[config.mk]
export PLATFORM = sky130hd
export DESIGN_NAME = mealy_seq_detector_param_flat
export DESIGN_NICKNAME = d
export VERILOG_FILES = /design/src/rtl/mealy_seq_detector_param_if.sv /design/src/rtl/mealy_seq_detector_param.sv /design/src/flat_wrapper.sv
export SDC_FILE = /design/constraint.sdc
export NUM_CORES = 1
export LEC_CHECK = 0
export CORE_ASPECT_RATIO = 1.25
export CORE_MARGIN = 1
export CORE_UTILIZATION = 50
export DETAILED_ROUTE_END_ITERATION = 6
export GPL_TIMING_DRIVEN = 0
export PLACE_DENSITY = 0.87
export SLEW_MARGIN = 20
export SYNTH_ARGS = -nofsm -noshare
export SYNTH_HDL_FRONTEND = slang
export SYNTH_SLANG_ARGS = --single-unit
[constraint.sdc]
create_clock -name clk -period 3 [get_ports clk]
set_input_delay 0.45 -clock clk [delete_from_list [all_inputs] [get_ports clk]]
set_output_delay 0.45 -clock clk [all_outputs]
set_load 0.03 [all_outputs]
[src/rtl/mealy_seq_detector_param_if.sv]
// -----------------------------------------------------------------------------
// mealy_seq_detector_param_if
// Bundles the serial-stream and control signals of mealy_seq_detector_param.
//   in_valid  : qualifies in; a cycle with in_valid=0 is ignored
//   in        : serial data bit
//   overlap   : 1 = overlapping detection, 0 = non-overlapping
//   pat_load  : load pat_in as the new pattern (bit discarded that cycle)
//   pat_in    : new pattern, MSB is the first bit received
//   cnt_clr   : synchronous clear of match_cnt
//   out       : combinational Mealy match pulse
//   match_cnt : saturating match counter
// master = stream source / monitor, slave = detector.
// -----------------------------------------------------------------------------
interface mealy_seq_detector_param_if #(
  parameter int N     = 4,
  parameter int CNT_W = 8
);
  logic             in_valid;
  logic             in;
  logic             overlap;
  logic             pat_load;
  logic [N-1:0]     pat_in;
  logic             cnt_clr;
  logic             out;
  logic [CNT_W-1:0] match_cnt;

  modport master (
    output in_valid, in, overlap, pat_load, pat_in, cnt_clr,
    input  out, match_cnt
  );

  modport slave (
    input  in_valid, in, overlap, pat_load, pat_in, cnt_clr,
    output out, match_cnt
  );
endinterface

[src/rtl/mealy_seq_detector_param.sv]
// -----------------------------------------------------------------------------
// mealy_seq_detector_param
// Parametrised Mealy serial sequence detector with run-time pattern reload,
// run-time overlap mode, input-valid qualifier and saturating match counter.
// Ports:
//   clk : rising-edge clock
//   rst : asynchronous active-low reset (0 = reset)
//   bus : mealy_seq_detector_param_if.slave (stream, control, out, match_cnt)
// Parameters:
//   N               : pattern length, 2..16
//   DEFAULT_PATTERN : pattern after reset, bit N-1 is received first
//   CNT_W           : match counter width
// -----------------------------------------------------------------------------
module mealy_seq_detector_param #(
  parameter int           N               = 4,
  parameter logic [N-1:0] DEFAULT_PATTERN = 4'b1010,
  parameter int           CNT_W           = 8
) (
  input  logic                          clk,
  input  logic                          rst,
  mealy_seq_detector_param_if.slave     bus
);

  localparam int               FILL_W    = $clog2(N);
  localparam logic [FILL_W-1:0] FILL_FULL = FILL_W'(N - 1);
  localparam logic [FILL_W-1:0] FILL_ONE  = FILL_W'(1);
  localparam logic [CNT_W-1:0]  CNT_MAX   = '1;
  localparam logic [CNT_W-1:0]  CNT_ONE   = CNT_W'(1);

  logic [N-1:0]      pat_q,  pat_d;
  logic [N-2:0]      hist_q, hist_d;   // newest accepted bit in bit 0
  logic [FILL_W-1:0] fill_q, fill_d;   // valid bits in hist, saturates at N-1
  logic [CNT_W-1:0]  cnt_q,  cnt_d;

  logic         accepted;
  logic         match;
  logic [N-1:0] window;

  // pat_load wins over the data bit, so a load cycle is never an accepted bit.
  assign accepted = bus.in_valid & ~bus.pat_load;
  assign window   = {hist_q, bus.in};
  assign match    = accepted & (fill_q == FILL_FULL) & (window == pat_q);

  // Registers are already cleared while rst=0, but gate explicitly so the
  // pulse is held low for the whole reset interval regardless of inputs.
  assign bus.out       = match & rst;
  assign bus.match_cnt = cnt_q;

  always_comb begin
    pat_d  = pat_q;
    hist_d = hist_q;
    fill_d = fill_q;
    cnt_d  = cnt_q;

    if (bus.pat_load) begin
      pat_d  = bus.pat_in;
      hist_d = '0;
      fill_d = '0;
    end else if (accepted) begin
      if (match && !bus.overlap) begin
        // Non-overlapping: the next match must be built from N fresh bits.
        hist_d = '0;
        fill_d = '0;
      end else begin
        hist_d = window[N-2:0];
        if (fill_q != FILL_FULL) begin
          fill_d = fill_q + FILL_ONE;
        end
      end
    end

    // Clear beats a same-cycle match; that match is dropped.
    if (bus.cnt_clr) begin
      cnt_d = '0;
    end else if (match && (cnt_q != CNT_MAX)) begin
      cnt_d = cnt_q + CNT_ONE;
    end
  end

  always_ff @(posedge clk or negedge rst) begin
    if (!rst) begin
      pat_q  <= DEFAULT_PATTERN;
      hist_q <= '0;
      fill_q <= '0;
      cnt_q  <= '0;
    end else begin
      pat_q  <= pat_d;
      hist_q <= hist_d;
      fill_q <= fill_d;
      cnt_q  <= cnt_d;
    end
  end

endmodule
[src/flat_wrapper.sv]
// flat-port wrapper written by rule: the top's interface ports become plain ports
module mealy_seq_detector_param_flat 
#(
  parameter int           N               = 4,
  parameter logic [N-1:0] DEFAULT_PATTERN = 4'b1010,
  parameter int           CNT_W           = 8
)
  (clk, rst, bus_in_valid, bus_in, bus_overlap, bus_pat_load, bus_pat_in, bus_cnt_clr, bus_out, bus_match_cnt);
  mealy_seq_detector_param_if #(.N(N), .CNT_W(CNT_W)) bus_i ();
  input  logic clk;
  input  logic rst;
  input wire logic [$bits(bus_i.in_valid)-1:0] bus_in_valid;
  input wire logic [$bits(bus_i.in)-1:0] bus_in;
  input wire logic [$bits(bus_i.overlap)-1:0] bus_overlap;
  input wire logic [$bits(bus_i.pat_load)-1:0] bus_pat_load;
  input wire logic [$bits(bus_i.pat_in)-1:0] bus_pat_in;
  input wire logic [$bits(bus_i.cnt_clr)-1:0] bus_cnt_clr;
  output wire logic [$bits(bus_i.out)-1:0] bus_out;
  output wire logic [$bits(bus_i.match_cnt)-1:0] bus_match_cnt;
  assign bus_i.in_valid = bus_in_valid;
  assign bus_i.in = bus_in;
  assign bus_i.overlap = bus_overlap;
  assign bus_i.pat_load = bus_pat_load;
  assign bus_i.pat_in = bus_pat_in;
  assign bus_i.cnt_clr = bus_cnt_clr;
  assign bus_out = bus_i.out;
  assign bus_match_cnt = bus_i.match_cnt;
  mealy_seq_detector_param #(.N(N), .DEFAULT_PATTERN(DEFAULT_PATTERN), .CNT_W(CNT_W)) u_core (.clk(clk), .rst(rst), .bus(bus_i));
endmodule
==> metrics.cfg, run 1 <==
[floorplan]
pin_count = 20
start_util = 0.541
fp.dieW_um = 41.6
row_count = 17
core_area_um2 = 1810
die_h_um = 51.5
die_area_um2 = 2140

[logic_synthesis]
synth_mux_area_frac = 0.0793
synth_top_family_by_area = simple AND/OR/NAND/NOR gates
syn_nets = 105
synth-edff-count = 0
syn_inst = 92
ys_ff_latch = 17
yosysSeqAreaShare = 0.437
ys.flop_type = dfrtp_1
synthXorXnorAreaFrac = 0.0665
yosys.area_share.simple = 0.223
yosysUniqueCellTypes = 30
syn_area_per_cell_um2 = 10.6
synth_compound_area_frac = 0.141
synth_fa_ha_area_frac = 0.0256
yosys_warnings = 0
ys_async_sr_fraction = 1.00
netlist_area_um2 = 978

[clock_tree]
hold_buffers = 0
clkLatencyLatePin_ns = 0.29
cts.sink_count = 17
h-tree-depth = 1
clk_pin_slew_ns = 0.10
cts_buffer_depth = 2
numCtsBuffers = 3
cts_tree = yes
cts_root_buf = clkbuf_4

[sta]
rsz0062_at_grt = no
max_freq_mhz = 392
fin_skew_ns = 0.00714
setup_slack_ns = 0.446
finalMaxSlewViolations = 0
hold_viol = 0
tns_ns = 0
worst_pin_slew_ns = 0.805
max_slew_margin = 0.463
period_needed_ns = 2.55
finalSetupViolCount = 0
period_share = 0.851

[min_path]
hp-class = input port to asynchronous set/reset pin

[setup_path]
path_cells = clkdlybuf4s50_1 > xnor2_2 > nand4_4 > clkbuf_1 > nor3_1 > dlymetal6s2s_1
cp_data_arrival_time_ns = 2.10
cp-end-kind = primary output
worstPathMaxFanout = 10
critPathRequiredTime_ns = 2.55
cp-start-kind = input port
slowest_stage = clkdlybuf4s50_1
slowest_delay_ns = 0.52
critical_path_class = input port to primary output

[drt]
drt_iter0_drc = 16
num_vias = 806
wire_per_inst_um = 15.3
ant_nets = 0
drtPass1Iterations = 6
wirelength_um = 2030
vias_per_cell = 6.06
route.detailed.drc = 0

[power_and_ir_drop]
p_int_uw = 326
p_per_area_nw_per_um2 = 361
combPwrFrac = 0.149
power.share.sequential = 0.569
power_uw = 438
ir_drop_mv = 0.229
netSwitchingFraction = 0.257
p_sw_uw = 113
power_leakage_nw = 0.486
clockPowerShare = 0.282

[grt]
grt_max_degree = 19
use_met3 = 0.0247
gr-total-overflow = 0
grt.total_usage = 0.206
use_met2 = 0.388
grt-busiest-layer = met2
antenna_found_initial = 0
grt_pass1_vias = 814
grt_pass1_wl_um = 3400
gr-usage-met1 = 0.226

[finish]
post-route-util = 0.671
seq_area_um2 = 428
fillers = 131
drive_gt1_frac = 0.175
area_delta_synth_final_pct = 24.0
nets = 128
n_antenna_cell = 0
multiInputGateArea_um2 = 523
post-route-cell-area_um2 = 1210

[placed_design]
port_buffers = 18
pre_cts_ws_ns = 0.0612
placed_area_um2 = 1180
place_congestion = 0.806

[outcome]
outcome = finished, final reports clean

[job]
cap_violations = 0

[path summary, 6_finish.rpt]
path | start | to | slack [ns] | cells after the start
max | bus_in | bus_out | 0.45 | 6
max in group asynchronous | rst | u_core.hist_q[0] | 2.27 | 1
min reg2reg | u_core.fill_q[1] | u_core.fill_q[1] | 0.57 | 2
max reg2reg | u_core.bus.match_cnt[0] | u_core.bus.match_cnt[7] | 1.13 | 6
min | rst | u_core.bus.match_cnt[2] | 0.23 | 1
min in group clk | bus_cnt_clr | u_core.bus.match_cnt[1] | 0.57 | 2
[power by group through the flow]
stage | Sequential [mW] | Combinational [mW] | Clock [mW]
final | 0.249 | 0.0653 | 0.124
after floorplan | 0.252 | 0.0404 | 0
after global routing | 0.251 | 0.0717 | 0.133
after CTS | 0.250 | 0.0661 | 0.130
after detailed placement | 0.254 | 0.0659 | 0
after global placement | 0.253 | 0.0630 | 0
[cell type report]
type | instances | area share
buffer | 4 | 0.0134
multi-input combinational | 68 | 0.431
timing repair buffer | 18 | 0.153
clock buffer | 4 | 0.0216
sequential | 17 | 0.353
tap | 19 | 0.0196
inverter | 3 | 0.00928
[synth_stat cells (all sizes together) (2+ instances only)]
library cell / number / area [µm²]
a21oi: 9 / 45.0
dfrtp: 15 / 375
ha: 2 / 25.0
o31ai: 4 / 30.0
clkbuf: 2 / 7.51
mux2: 6 / 67.6
buf: 2 / 8.75
o311ai: 3 / 26.3
nor2: 3 / 11.3
nor2b: 2 / 12.5
or4: 4 / 30.0
or3: 2 / 12.5
o21ai: 3 / 15.0
inv: 3 / 11.3
nor3: 2 / 10.0
dfstp: 2 / 52.6
nand3: 6 / 30.0
xnor2: 4 / 65.1
nand4: 2 / 27.5
nand2: 3 / 11.3
nand2b: 6 / 37.5
[cells by family (layout without fill, tap and decap cells)]
logic type	Yosys count	count (layout)
flip-flops	17	17
adder cells (fa/ha/maj)	2	2
multiplexers	7	7
AND/OR/NAND/NOR	34	34
buffers and inverters	7	29
AO/OA/AOI/OAI	21	21
XOR/XNOR	4	4
[cells in the final DEF (no fill, tap or decap), types with 2 or more instances in the layout]
cell / n
dfstp_2: 2
mux2_2: 6
nand2b_1: 6
or3_1: 2
nor2b_1: 2
o31ai_1: 4
clkbuf_4: 3
dlymetal6s2s_1: 2
clkbuf_1: 3
nor2_1: 3
o21ai_0: 3
nand3_1: 6
nor3_1: 2
inv_1: 3
o311ai_0: 3
clkdlybuf4s50_1: 16
dfrtp_1: 15
nand2_1: 3
or4_1: 4
ha_1: 2
a21oi_1: 9
xnor2_2: 4
[critical path, delay by kind of cell]
family,cells,cell delay [ns]
buf+inv,3,1.10
simple gates,2,0.41
xor+xnor,1,0.14
[what timing repair did]
item / 4_1_cts / 5_1_grt
hold endpoints to repair: 0 / 0
setup endpoints to repair: 0 / 1
buffers inserted: 0 / 0
resized for setup: 0 / 2
[state kept, by name, summed over array words and instances, names as in the netlist]
name / flops
u_core.bus.match_cnt: 8
u_core.fill_q: 2
u_core.pat_q: 4
u_core.hist_q: 3
[layer usage]
metal	wire length (µm)	vias up
met3	66	2
met4	14	0
met2	1080	26
met5	0	-
li1	-	387
met1	868	391
[per-stage QoR]
step                std cells  hold slack (ns)
floorplan                  92            0.154
global placement          129            0.535
detailed placement        129            0.567
CTS                       133            0.555
global route              133            0.303
finish                    133            0.228
Note: power is estimated with default switching activity, not from simulation.
==> run 2, diff against run 1 <==
Settings changed: CORE_UTILIZATION 50 to 40, DONT_BUFFER_PORTS set to 1, PLACE_DENSITY 0.87 to 0.63.
==> run 2 against run 1 <==
- cell area is 13% lower
- count of clock-buffer cells in the layout stayed put
- largest cell class unchanged
- routed wire length is 8.8% lower
- via count is 7.1% lower
- sequential power hardly changed
==> metrics.cfg, run 2 (synthesis gave the netlist of run 1 again) <==
[setup_path]
ff2ff_setup_slack_ns = 0.95
reg2reg_from = u_core.bus.match_cnt[0]
r2r-end = u_core.bus.match_cnt[7]
cp-start-kind = flop
reg2regPathDepth = 6
critical_path_class = flop to primary output
critPathRequiredTime_ns = 2.55
cp-end-kind = primary output
worstPathMaxFanout = 10
cp_data_arrival_time_ns = 2.22

[finish]
area_delta_synth_final_pct = 7.67
post-route-util = 0.466
n_antenna_cell = 0
nets = 111
layout_commonest_cell = dfrtp_1
largest_reg_flops = 8
final_cell_mix = dfrtp_1 (15), a21oi_1 (9), nand3_1 (6), mux2_2 (6), nand2b_1 (6)
drive_gt1_frac = 0.206

[clock_tree]
cts_root_buf = clkbuf_4
clkLatencyLatePin_ns = 0.29
h-tree-depth = 1
clk_pin_slew_ns = 0.10
cts_buffer_depth = 2
cts_tree = yes
post_cts_buffers = 0
cts.sink_count = 17
cts.repair.resized = 0
numCtsBuffers = 3

[floorplan]
fp.dieW_um = 46.2
row_count = 19
die_area_um2 = 2650
core_area_um2 = 2260
start_util = 0.433
pin_count = 20
die_h_um = 57.3

[power_and_ir_drop]
power_leakage_nw = 0.397
ir_drop_mv = 0.198
p_per_area_nw_per_um2 = 405
p_int_uw = 317
netSwitchingFraction = 0.258
clockPowerShare = 0.295
combPwrFrac = 0.122
power.share.sequential = 0.584
p_sw_uw = 110

[grt]
antenna_found_initial = 0
grt_pass1_wl_um = 3110
grt_max_degree = 18
grt_pass1_vias = 731
gr-total-overflow = 0
grt.total_usage = 0.165

[sta]
hold_viol = 0
finalMaxSlewViolations = 0
fin_skew_ns = 0.00671
tns_ns = 0
rsz0062_at_grt = no
finalSetupViolCount = 0
max_slew_margin = 0.402
max_freq_mhz = 374
period_share = 0.891
period_needed_ns = 2.67
worst_pin_slew_ns = 0.890

[job]
cap_violations = 0

[drt]
num_vias = 749
ant_nets = 0
vias_per_cell = 5.85
wirelength_um = 1850
route.detailed.drc = 0
drt_iter0_drc = 16
wire_per_inst_um = 14.5
drtPass1Iterations = 4

[min_path]
hp-start = bus_pat_in[0]
holdPathStages = 1
hp-class = input port to flop
hold_end = u_core.pat_q[0]

[placed_design]
hpwl_um = 1310
port_buffers = 0
place_congestion = 0.772

[outcome]
outcome = finished, final reports clean

## run 2: worst max path at each step
stage	slack [ns]	endpoint	startpoint
final	0.33	bus_out	u_core.pat_q[1]
after global routing	0.23	bus_out	u_core.pat_q[1]
after CTS	0.30	bus_out	u_core.pat_q[1]
after detailed placement	0.64	bus_out	u_core.pat_q[1]
after global placement	0.65	bus_out	u_core.pat_q[3]
after floorplan	0.82	bus_out	u_core.pat_q[3]
## run 2: stage by stage
stage / std cells / power [mW] / cell area, µm² / worst slack, ns / hold WS, ns
final: 128 / 0.427 / 1050 / 0.327 / 0.299
after global routing: 128 / 0.447 / 1050 / 0.235 / 0.280
after CTS: 128 / 0.434 / 1050 / 0.303 / 0.291
after detailed placement: 123 / 0.301 / 1020 / 0.640 / 0.155
after global placement: 123 / 0.299 / 1020 / 0.653 / 0.155
after floorplan: 92 / 0.292 / 978 / 0.815 / 0.154
## run 2: final cells by class
class	count	area [µm²]
Multi-Input combinational cell	68	523
Tap cell	31	38.8
Fill cell	218	1200
Buffer	4	16.3
Timing Repair Buffer	1	10.0
Sequential cell	17	428
Inverter	3	11.3
Clock buffer	4	26.3
## run 2: worst max-delay path, stage by stage, from the launching register on
cell	delay (ns)
dfstp_2	0.57
xnor2_2	0.14
nand4_4	0.20
clkbuf_1	0.26
nor3_1	0.77
## run 2: metal layers
layer | vias up | GRT usage | part of all wire
met1 | 365 | 0.198 | 0.41
met4 | 0 | 0.0882 | 0.022
met2 | 26 | 0.262 | 0.50
met3 | 4 | 0.0411 | 0.062
li1 | 354 | - | -
met5 | - | 0 | 0
## run 2: timing repair
action                     in CTS  in global routing
setup endpoints to repair       0                  0
hold endpoints to repair       17                  0
hold buffers                    1                  0
## run 2: power groups by stage
stage	combinational [mW]	clock [mW]	sequential, mW
6_report	0.0519	0.126	0.249
5_1_grt	0.0581	0.138	0.250
4_1_cts	0.0530	0.132	0.249
3_5_place_dp	0.0472	0	0.254
3_3_place_gp	0.0460	0	0.253
2_1_floorplan	0.0404	0	0.252
==> run 3, diff against run 2 <==
==> constraint.sdc (replaced) <==
create_clock -name clk -period 3 [get_ports clk]
set_input_delay 0.6 -clock clk [delete_from_list [all_inputs] [get_ports clk]]
set_output_delay 0.6 -clock clk [all_outputs]
set_load 0.03 [all_outputs]
==> run 3 against run 2 <==
- critical path type unchanged
- via count shrank 0.27%
- count of clock-buffer cells in the layout is the same
- worst hold slack lost 0.16 ns
- largest cell class unchanged
- cell count is the same
- global-route usage grew 0.063 points
- cell area is the same
- register-to-register slack is essentially flat
- sequential cell count is the same
- combinational power shrank 1%
==> metrics.cfg, run 3 (synthesis gave the netlist of run 1 again) <==
[sta]
fin_skew_ns = 0.00682
period_needed_ns = 2.82
finalMaxSlewViolations = 0
max_slew_margin = 0.403
hold_viol = 0
tns_ns = 0
finalSetupViolCount = 0
max_freq_mhz = 354
period_share = 0.941
rsz0062_at_grt = no
worst_pin_slew_ns = 0.889

[finish]
fillers = 218
largest_reg_flops = 8
drive_gt1_frac = 0.206
nets = 111
n_antenna_cell = 0
area_delta_synth_final_pct = 7.67
layout_commonest_cell = dfrtp_1
final_cell_mix = dfrtp_1 (15), a21oi_1 (9), nand3_1 (6), mux2_2 (6), nand2b_1 (6)

[setup_path]
cp_data_arrival_time_ns = 2.22
reg2reg_from = u_core.bus.match_cnt[0]
cp-start-kind = flop
critical_path_class = flop to primary output
critPathRequiredTime_ns = 2.40
startpoint = u_core.pat_q[1]
cp-end-kind = primary output
worstPathMaxFanout = 10

[placed_design]
hpwl_um = 1310
port_buffers = 0
place_congestion = 0.772

[clock_tree]
clk_pin_slew_ns = 0.10
h-tree-depth = 1
cts_buffer_depth = 2
post_cts_buffers = 0
cts.sink_count = 17
cts_tree = yes
clkLatencyLatePin_ns = 0.29
cts_root_buf = clkbuf_4
numCtsBuffers = 3

[power_and_ir_drop]
power_leakage_nw = 0.397
power_uw = 427
ir_drop_mv = 0.198
p_per_area_nw_per_um2 = 405

[floorplan]
pin_count = 20
die_h_um = 57.3
core_area_um2 = 2260
row_count = 19
fp.dieW_um = 46.2
die_area_um2 = 2650
start_util = 0.433

[job]
cap_violations = 0

[grt]
grt_pass1_vias = 733
grt_max_degree = 16
gr-total-overflow = 0
grt.total_usage = 0.165
antenna_found_initial = 0
grt_pass1_wl_um = 3120

[drt]
drtPass1Iterations = 4
wirelength_um = 1870
num_vias = 747
drt_iter0_drc = 13
vias_per_cell = 5.84
ant_nets = 0
wire_per_inst_um = 14.6
route.detailed.drc = 0

[min_path]
hp-class = input port to asynchronous set/reset pin

[outcome]
outcome = finished, final reports clean

-- run 3: path summary, 6_finish.rpt --
kind / endpoint / slack, ns / cells after the start
setup reg to reg: u_core.bus.match_cnt[7] / 0.95 / 6
hold / removal: u_core.pat_q[3] / 0.14 / 0
max in group asynchronous: u_core.bus.match_cnt[1] / 1.75 / 1
hold reg to reg: u_core.fill_q[1] / 0.57 / 2
setup / recovery: bus_out / 0.18 / 4
min in group clk: u_core.pat_q[0] / 0.45 / 1
-- run 3: worst max-delay path: stages, from the launching register on --
cell      delay [ns]
dfstp_2         0.57
xnor2_2         0.14
nand4_4         0.20
clkbuf_1        0.26
nor3_1          0.77
-- run 3: cell type report --
cell class                 count  area (µm²)  share of cell area
buffer                         4        16.3              0.0154
multi-input combinational     68         523               0.496
timing repair buffer           1        10.0             0.00950
sequential                    17         428               0.406
clock buffer                   4        26.3              0.0249
tap                           31        38.8              0.0368
inverter                       3        11.3              0.0107
-- run 3: report_power, final --
part	total, mW	switching, mW	internal [mW]
logic	0.0514	0.0267	0.0247
clock network	0.126	0.0743	0.0518
registers	0.249	0.00888	0.240
total	0.427	0.110	0.317
-- run 3: repair_timing --
action,in CTS,in global routing
hold buffers,1,0
hold endpoints to repair,15,0
resized for setup,0,0
-- run 3: metrics by stage --
| step | cell area [µm²] | hold slack [ns] | std cells | util | worst slack, ns |
|---|---|---|---|---|---|
| 6_report | 1050 | 0.139 | 128 | 0.466 | 0.178 |
| 5_1_grt | 1050 | 0.117 | 128 | 0.466 | 0.0847 |
| 4_1_cts | 1050 | 0.124 | 128 | 0.466 | 0.153 |
| 3_5_place_dp | 1020 | 0.305 | 123 | 0.450 | 0.383 |
| 3_3_place_gp | 1020 | 0.305 | 123 | 0.450 | 0.377 |
| 2_1_floorplan | 978 | 0.304 | 92 | - | 0.566 |
-- run 3: layer usage --
layer / part of all wire / routed length [µm] / up-vias / track usage
li1: - / - / 354 / -
met1: 0.41 / 773 / 363 / 0.198
met2: 0.50 / 940 / 26 / 0.264
met3: 0.061 / 115 / 4 / 0.0411
met4: 0.021 / 40 / 0 / 0.0882
met5: 0 / 0 / - / 0
